[config.mk]
export PLATFORM = sky130hd
export DESIGN_NAME = instr_loader
export DESIGN_NICKNAME = d
export VERILOG_FILES = /design/src/rtl/riscv_pkg.sv /design/src/rtl/instr_word_assembler.sv /design/src/rtl/instr_loader.sv
export SDC_FILE = /design/constraint.sdc
export NUM_CORES = 1
export LEC_CHECK = 0
export ABC_CLOCK_PERIOD_IN_PS = 4400
export BUFFER_PORTS_ARGS = -buffer_cell sky130_fd_sc_hd__buf_2
export CAP_MARGIN = 10
export CORE_MARGIN = 2
export CORE_UTILIZATION = 45
export DETAILED_ROUTE_END_ITERATION = 10
export GPL_TIMING_DRIVEN = 0
export PLACE_DENSITY = 0.67
export SLEW_MARGIN = 15
export SYNTH_ARGS = -nofsm -noshare
export SYNTH_HDL_FRONTEND = slang
export SYNTH_SLANG_ARGS = --single-unit
[constraint.sdc]
create_clock -name clk -period 4.4 [get_ports clk]
set_input_delay 0.44 -clock clk [delete_from_list [all_inputs] [get_ports clk]]
set_output_delay 0.44 -clock clk [all_outputs]
set_load 0.02 [all_outputs]
[src/rtl/riscv_pkg.sv]
// Shared RISC-V core definitions: datapath/memory width defaults and the
// program loader state encoding.
package riscv_pkg;

    localparam int unsigned CPU_WIDTH_DEF   = 32;
    localparam int unsigned IMEM_ADDR_W_DEF = 10;

    typedef enum logic [1:0] {
        LD_IDLE  = 2'd0,
        LD_RECV  = 2'd1,
        LD_WRITE = 2'd2,
        LD_DONE  = 2'd3
    } loader_state_t;

endpackage

[src/rtl/instr_word_assembler.sv]
// Packs a little-endian byte stream into instruction words; word/word_valid
// are registered so they line up with the loader's write cycle.
module instr_word_assembler
    import riscv_pkg::*;
#(
    parameter int unsigned CPU_WIDTH = CPU_WIDTH_DEF
) (
    input  logic                 clk,
    input  logic                 rst,
    input  logic                 clear,
    input  logic                 byte_en,
    input  logic [7:0]           byte_data,
    output logic                 word_last,
    output logic [CPU_WIDTH-1:0] word,
    output logic                 word_valid
);

    logic [1:0]           byte_cnt;
    logic [CPU_WIDTH-1:0] shreg;
    logic [CPU_WIDTH-1:0] shifted;

    // Newest byte enters at the top, so after four shifts the first byte sits in [7:0].
    assign shifted   = {byte_data, shreg[CPU_WIDTH-1:8]};
    assign word_last = byte_en && (byte_cnt == 2'd3);

    always_ff @(posedge clk) begin
        if (rst) begin
            byte_cnt   <= '0;
            shreg      <= '0;
            word       <= '0;
            word_valid <= 1'b0;
        end else begin
            word_valid <= word_last;
            if (clear) begin
                byte_cnt <= '0;
                shreg    <= '0;
            end else if (byte_en) begin
                byte_cnt <= byte_cnt + 2'd1;
                shreg    <= shifted;
                if (word_last) begin
                    word <= shifted;
                end
            end
        end
    end

endmodule

[src/rtl/instr_loader.sv]
// Streams a program from a byte source into instruction memory while holding
// the core in reset; pulses done when the requested word count is written.
module instr_loader
    import riscv_pkg::*;
#(
    parameter int unsigned CPU_WIDTH   = CPU_WIDTH_DEF,
    parameter int unsigned IMEM_ADDR_W = IMEM_ADDR_W_DEF
) (
    input  logic                   clk,
    input  logic                   rst,
    input  logic                   start,
    input  logic [IMEM_ADDR_W:0]   len,
    input  logic                   byte_valid,
    input  logic [7:0]             byte_data,
    output logic                   byte_ready,
    output logic                   imem_we,
    output logic [IMEM_ADDR_W-1:0] imem_addr,
    output logic [CPU_WIDTH-1:0]   imem_wdata,
    output logic                   core_hold,
    output logic                   done
);

    localparam logic [IMEM_ADDR_W:0] DEPTH = {1'b1, {IMEM_ADDR_W{1'b0}}};
    localparam logic [IMEM_ADDR_W:0] ONE   = {{IMEM_ADDR_W{1'b0}}, 1'b1};

    loader_state_t          state, state_next;
    logic [IMEM_ADDR_W:0]   len_q;
    logic [IMEM_ADDR_W:0]   written;
    logic [IMEM_ADDR_W-1:0] addr;
    logic                   clear;
    logic                   word_last;
    logic                   word_valid;

    instr_word_assembler #(
        .CPU_WIDTH (CPU_WIDTH)
    ) u_asm (
        .clk        (clk),
        .rst        (rst),
        .clear      (clear),
        .byte_en    (byte_valid && byte_ready),
        .byte_data  (byte_data),
        .word_last  (word_last),
        .word       (imem_wdata),
        .word_valid (word_valid)
    );

    always_comb begin
        state_next = state;
        clear      = 1'b0;
        unique case (state)
            LD_IDLE: begin
                if (start) begin
                    clear      = 1'b1;
                    state_next = (len == '0) ? LD_DONE : LD_RECV;
                end
            end
            LD_RECV: begin
                if (word_last) state_next = LD_WRITE;
            end
            // Completion uses the written count, not the address, so the
            // address wrap at full depth cannot end or extend the load.
            LD_WRITE: state_next = ((written + ONE) == len_q) ? LD_DONE : LD_RECV;
            LD_DONE:  state_next = LD_IDLE;
            default:  state_next = LD_IDLE;
        endcase
    end

    always_ff @(posedge clk) begin
        if (rst) begin
            state   <= LD_IDLE;
            len_q   <= '0;
            written <= '0;
            addr    <= '0;
        end else begin
            state <= state_next;
            if (state == LD_IDLE && start) begin
                len_q   <= (len > DEPTH) ? DEPTH : len;
                written <= '0;
                addr    <= '0;
            end else if (state == LD_WRITE) begin
                written <= written + ONE;
                addr    <= addr + 1'b1;
            end
        end
    end

    assign byte_ready = (state == LD_RECV);
    assign imem_we    = (state == LD_WRITE) && word_valid;
    assign imem_addr  = addr;
    assign core_hold  = (state == LD_RECV) || (state == LD_WRITE);
    assign done       = (state == LD_DONE);

endmodule

==> flow_summary.toml <==
[status]
outcome = "finished, final reports clean"

[finish]
fin_cells = 654
drive_gt1_share_pct = 18.8
diodes = 0
multi_input_area_um2 = 1830
fin_nets = 575
num-fill-cells = 818
seq_area_um2 = 1860
area_growth_pct = 16.8

[pwr]
ir_drop_uv = 212
power_density_nw_per_um2 = 390
p_leak_uw = 0.00179

[grt]
grt_first_pass_wirelength_um = 14800
grt_antenna_before_repair = 0
grt_max_degree = 18
grt_usage_pct = 20.3
grt_overflow = 0
grt_pass1_vias = 3205

[timing]
fin_setup_tns_ns = 0
finalHoldViolCount = 0
rsz0062_at_grt = "false"
fin_crit_sh_pct = 55.3
max_freq_ghz = 0.411
setup_viol_count_final = 0
min_period_ns = 2.43
clock_skew_ns = 0.0169
worst_pin_slew_ns = 0.619
final_max_slew_viol_count = 0
max_slew_margin_pct = 58.7

[yosys]
yosys_warnings = 0
avgSynthCellArea_um2 = 8.29
ys_seq_elements = 93
synthCells = 465
synth.top_cells.by_area = "dfxtp_1 48%, nand2_1 13%, a21oi_1 9.0%"
synth_seq_area_share_pct = 48.3
synth_top_area_cell = "dfxtp_1"
synth_top_area_share_pct = 48.3
synth_nets = 496
syn_area_um2 = 3860
ys_types = 43

[routing]
ant_nets = 0
post-route-drc-count = 0
routed-via-count = 3394
drt_iter0_markers = 147
wl_um = 8800
avgRoutedWirePerCell_um = 13.5
via_per_inst = 5.19
drt_pass1_iterations = 6

[cts]
cts_tree = "built"
clk_pin_slew_ns = 0.10
cts_buffers = 9
root_buffer = "clkbuf_8"
post_cts_buffers = 0
cts.repair.resized = 0
htreeDepth = 3
cts_buffer_depth = 2
worstSkewPairLatency_ns = 0.37
numClockSinks = 93
cts_hold_buf = 0

[die]
std_cell_rows = 33
fp.dieW_um = 96.6
fp.dieH_um = 96.6
coreArea_um2 = 8260
start_util_pct = 46.7
dieArea_um2 = 9330
ios = 69

[flow_run]
maxCapViolCount = 0

[critical_path]
cp-start-kind = "flip-flop"
crit_arrival_ns = 1.99
cp_top_family = "buffers and inverters"
critPathSlowestCell = "clkbuf_1"
crit_type = "reg -> out"
cpPeakStageDelay_ns = 0.50
worstPathMaxFanout = 10
cp_num_buf_inv = 4
worstPathRequired_ns = 3.96
crit_path_cell_trace = "inv_1 > ha_1 > buf_4 > clkbuf_1 > and2_1 > buf_2"
worstSetupEndpointType = "output port"

[min_path]
min_path_type = "in -> reg"

[place]
gp_congestion = 0.835
dp_hpwl_um = 6500
port_buffers = 68
dp.cells = 638
cell usage in the layout, fill, tap and decap left out, types with 3 or more instances in the layout:
| master | count |
|---|---|
| xor2_1 | 18 |
| nand4_1 | 3 |
| nor3_1 | 5 |
| o211ai_1 | 3 |
| inv_6 | 5 |
| and3_1 | 6 |
| buf_6 | 3 |
| a22o_1 | 8 |
| a21oi_1 | 69 |
| nand2b_1 | 3 |
| nand2_1 | 133 |
| and2_1 | 4 |
| clkbuf_1 | 14 |
| inv_1 | 3 |
| nor3b_1 | 3 |
| ha_1 | 8 |
| dfxtp_1 | 93 |
| xnor2_1 | 11 |
| nor2_1 | 26 |
| or3_1 | 5 |
| clkbuf_8 | 10 |
| nand3_1 | 10 |
| buf_2 | 73 |
| o21ai_0 | 5 |
cell type report:
class,count,area share (%)
Buffer,27,3.44
Clock buffer,9,2.75
Clock inverter,7,1.19
Inverter,3,0.250
Multi-Input combinational cell,342,40.6
Sequential cell,93,41.3
Tap cell,105,2.92
Timing Repair Buffer,68,7.55
metrics by stage:
step           instance area (um^2)  total power (uW)  util, %  hold WS, ns  setup slack, ns
3_5_place_dp                   4330              1240     52.4        0.446             2.35
4_1_cts                        4510              1770     54.6        0.287             1.96
6_report                       4510              1760     54.6        0.303             1.97
3_3_place_gp                   4330              1230     52.4        0.440             2.33
5_1_grt                        4510              1850     54.6        0.291             1.79
2_1_floorplan                  3860              1150        -        0.432             2.65
Yosys cell counts:
cell type / instances
and3_4: 1
a22o_1: 8
a221oi_1: 1
clkbuf_8: 1
nor2b_1: 2
a21oi_1: 69
dfxtp_1: 93
o2111ai_1: 1
o211ai_1: 3
nand2_2: 2
ha_1: 8
nand3_1: 10
nor3b_1: 3
nand2b_4: 1
a211oi_1: 1
and3_1: 6
o221ai_1: 1
and2_1: 4
buf_2: 5
nand2_1: 133
nand2b_1: 3
or2_2: 1
nand4_1: 3
o21ai_1: 1
a211oi_2: 1
buf_8: 1
clkbuf_1: 14
and4_4: 1
o31ai_1: 2
buf_4: 1
inv_1: 3
or3_1: 5
buf_6: 3
nor4_1: 2
xor2_1: 18
buf_1: 2
nor3_1: 5
o21ai_0: 5
mux2i_1: 2
xnor2_1: 11
a21oi_2: 1
o211a_1: 1
nor2_1: 26
cell families after synthesis:
group                      count (synthesis)  share of synthesized area (%)
AOI/OAI and AO/OA                         95                           14.2
xor gates and xnor gates                  29                           6.59
adders and majority gates                  8                           2.60
buffers and inverters                     30                           4.32
DFF                                       93                           48.3
muxes                                      2                          0.519
and+or+nand+nor                          208                           23.5
registers in the layout, summed over array words and instances (netlist names):
register and count:
imem_addr 10, len_q 11, state 2, u_asm.byte_cnt 2
u_asm.shreg 24, u_asm.word 32, u_asm.word_valid 1, written 11
routing by layer:
layer	track usage [%]	wire length [um]	vias to the layer above
met5	0	0	-
met4	7.98	134	0
met3	3.88	404	10
met2	32.1	4000	72
met1	27.5	4270	1603
li1	-	-	1709
path summary, 6_finish.rpt:
path,cells past startpoint,endpoint,slack [ns],start
setup reg to reg,8,u_asm.word[19]$_SDFFE_PP0P_,2.37,state[1]$_SDFFE_PP0P_
hold / removal,2,len_q[8]$_SDFFE_PP0P_,0.30,len[8]
setup / recovery,6,imem_we,1.97,state[0]$_SDFFE_PP0P_
hold reg to reg,2,u_asm.word[4]$_SDFFE_PP0P_,0.45,u_asm.shreg[12]$_SDFFE_PP0P_
worst register-to-register path: stages (launching register included):
cell and delay (ns):
dfxtp_1 0.38, inv_1 0.11, ha_1 0.26, and2_1 0.16, buf_2 0.18, nand3_1 0.24, clkbuf_1 0.40, nand2_1 0.10
a21oi_1 0.15
where the power goes:
part / total, uW / switching, uW / internal (uW)
logic: 309 / 200 / 109
clock network: 539 / 325 / 214
registers: 909 / 33.9 / 875
total: 1760 / 559 / 1200
No activity file was read; power rests on OpenSTA's default activity.
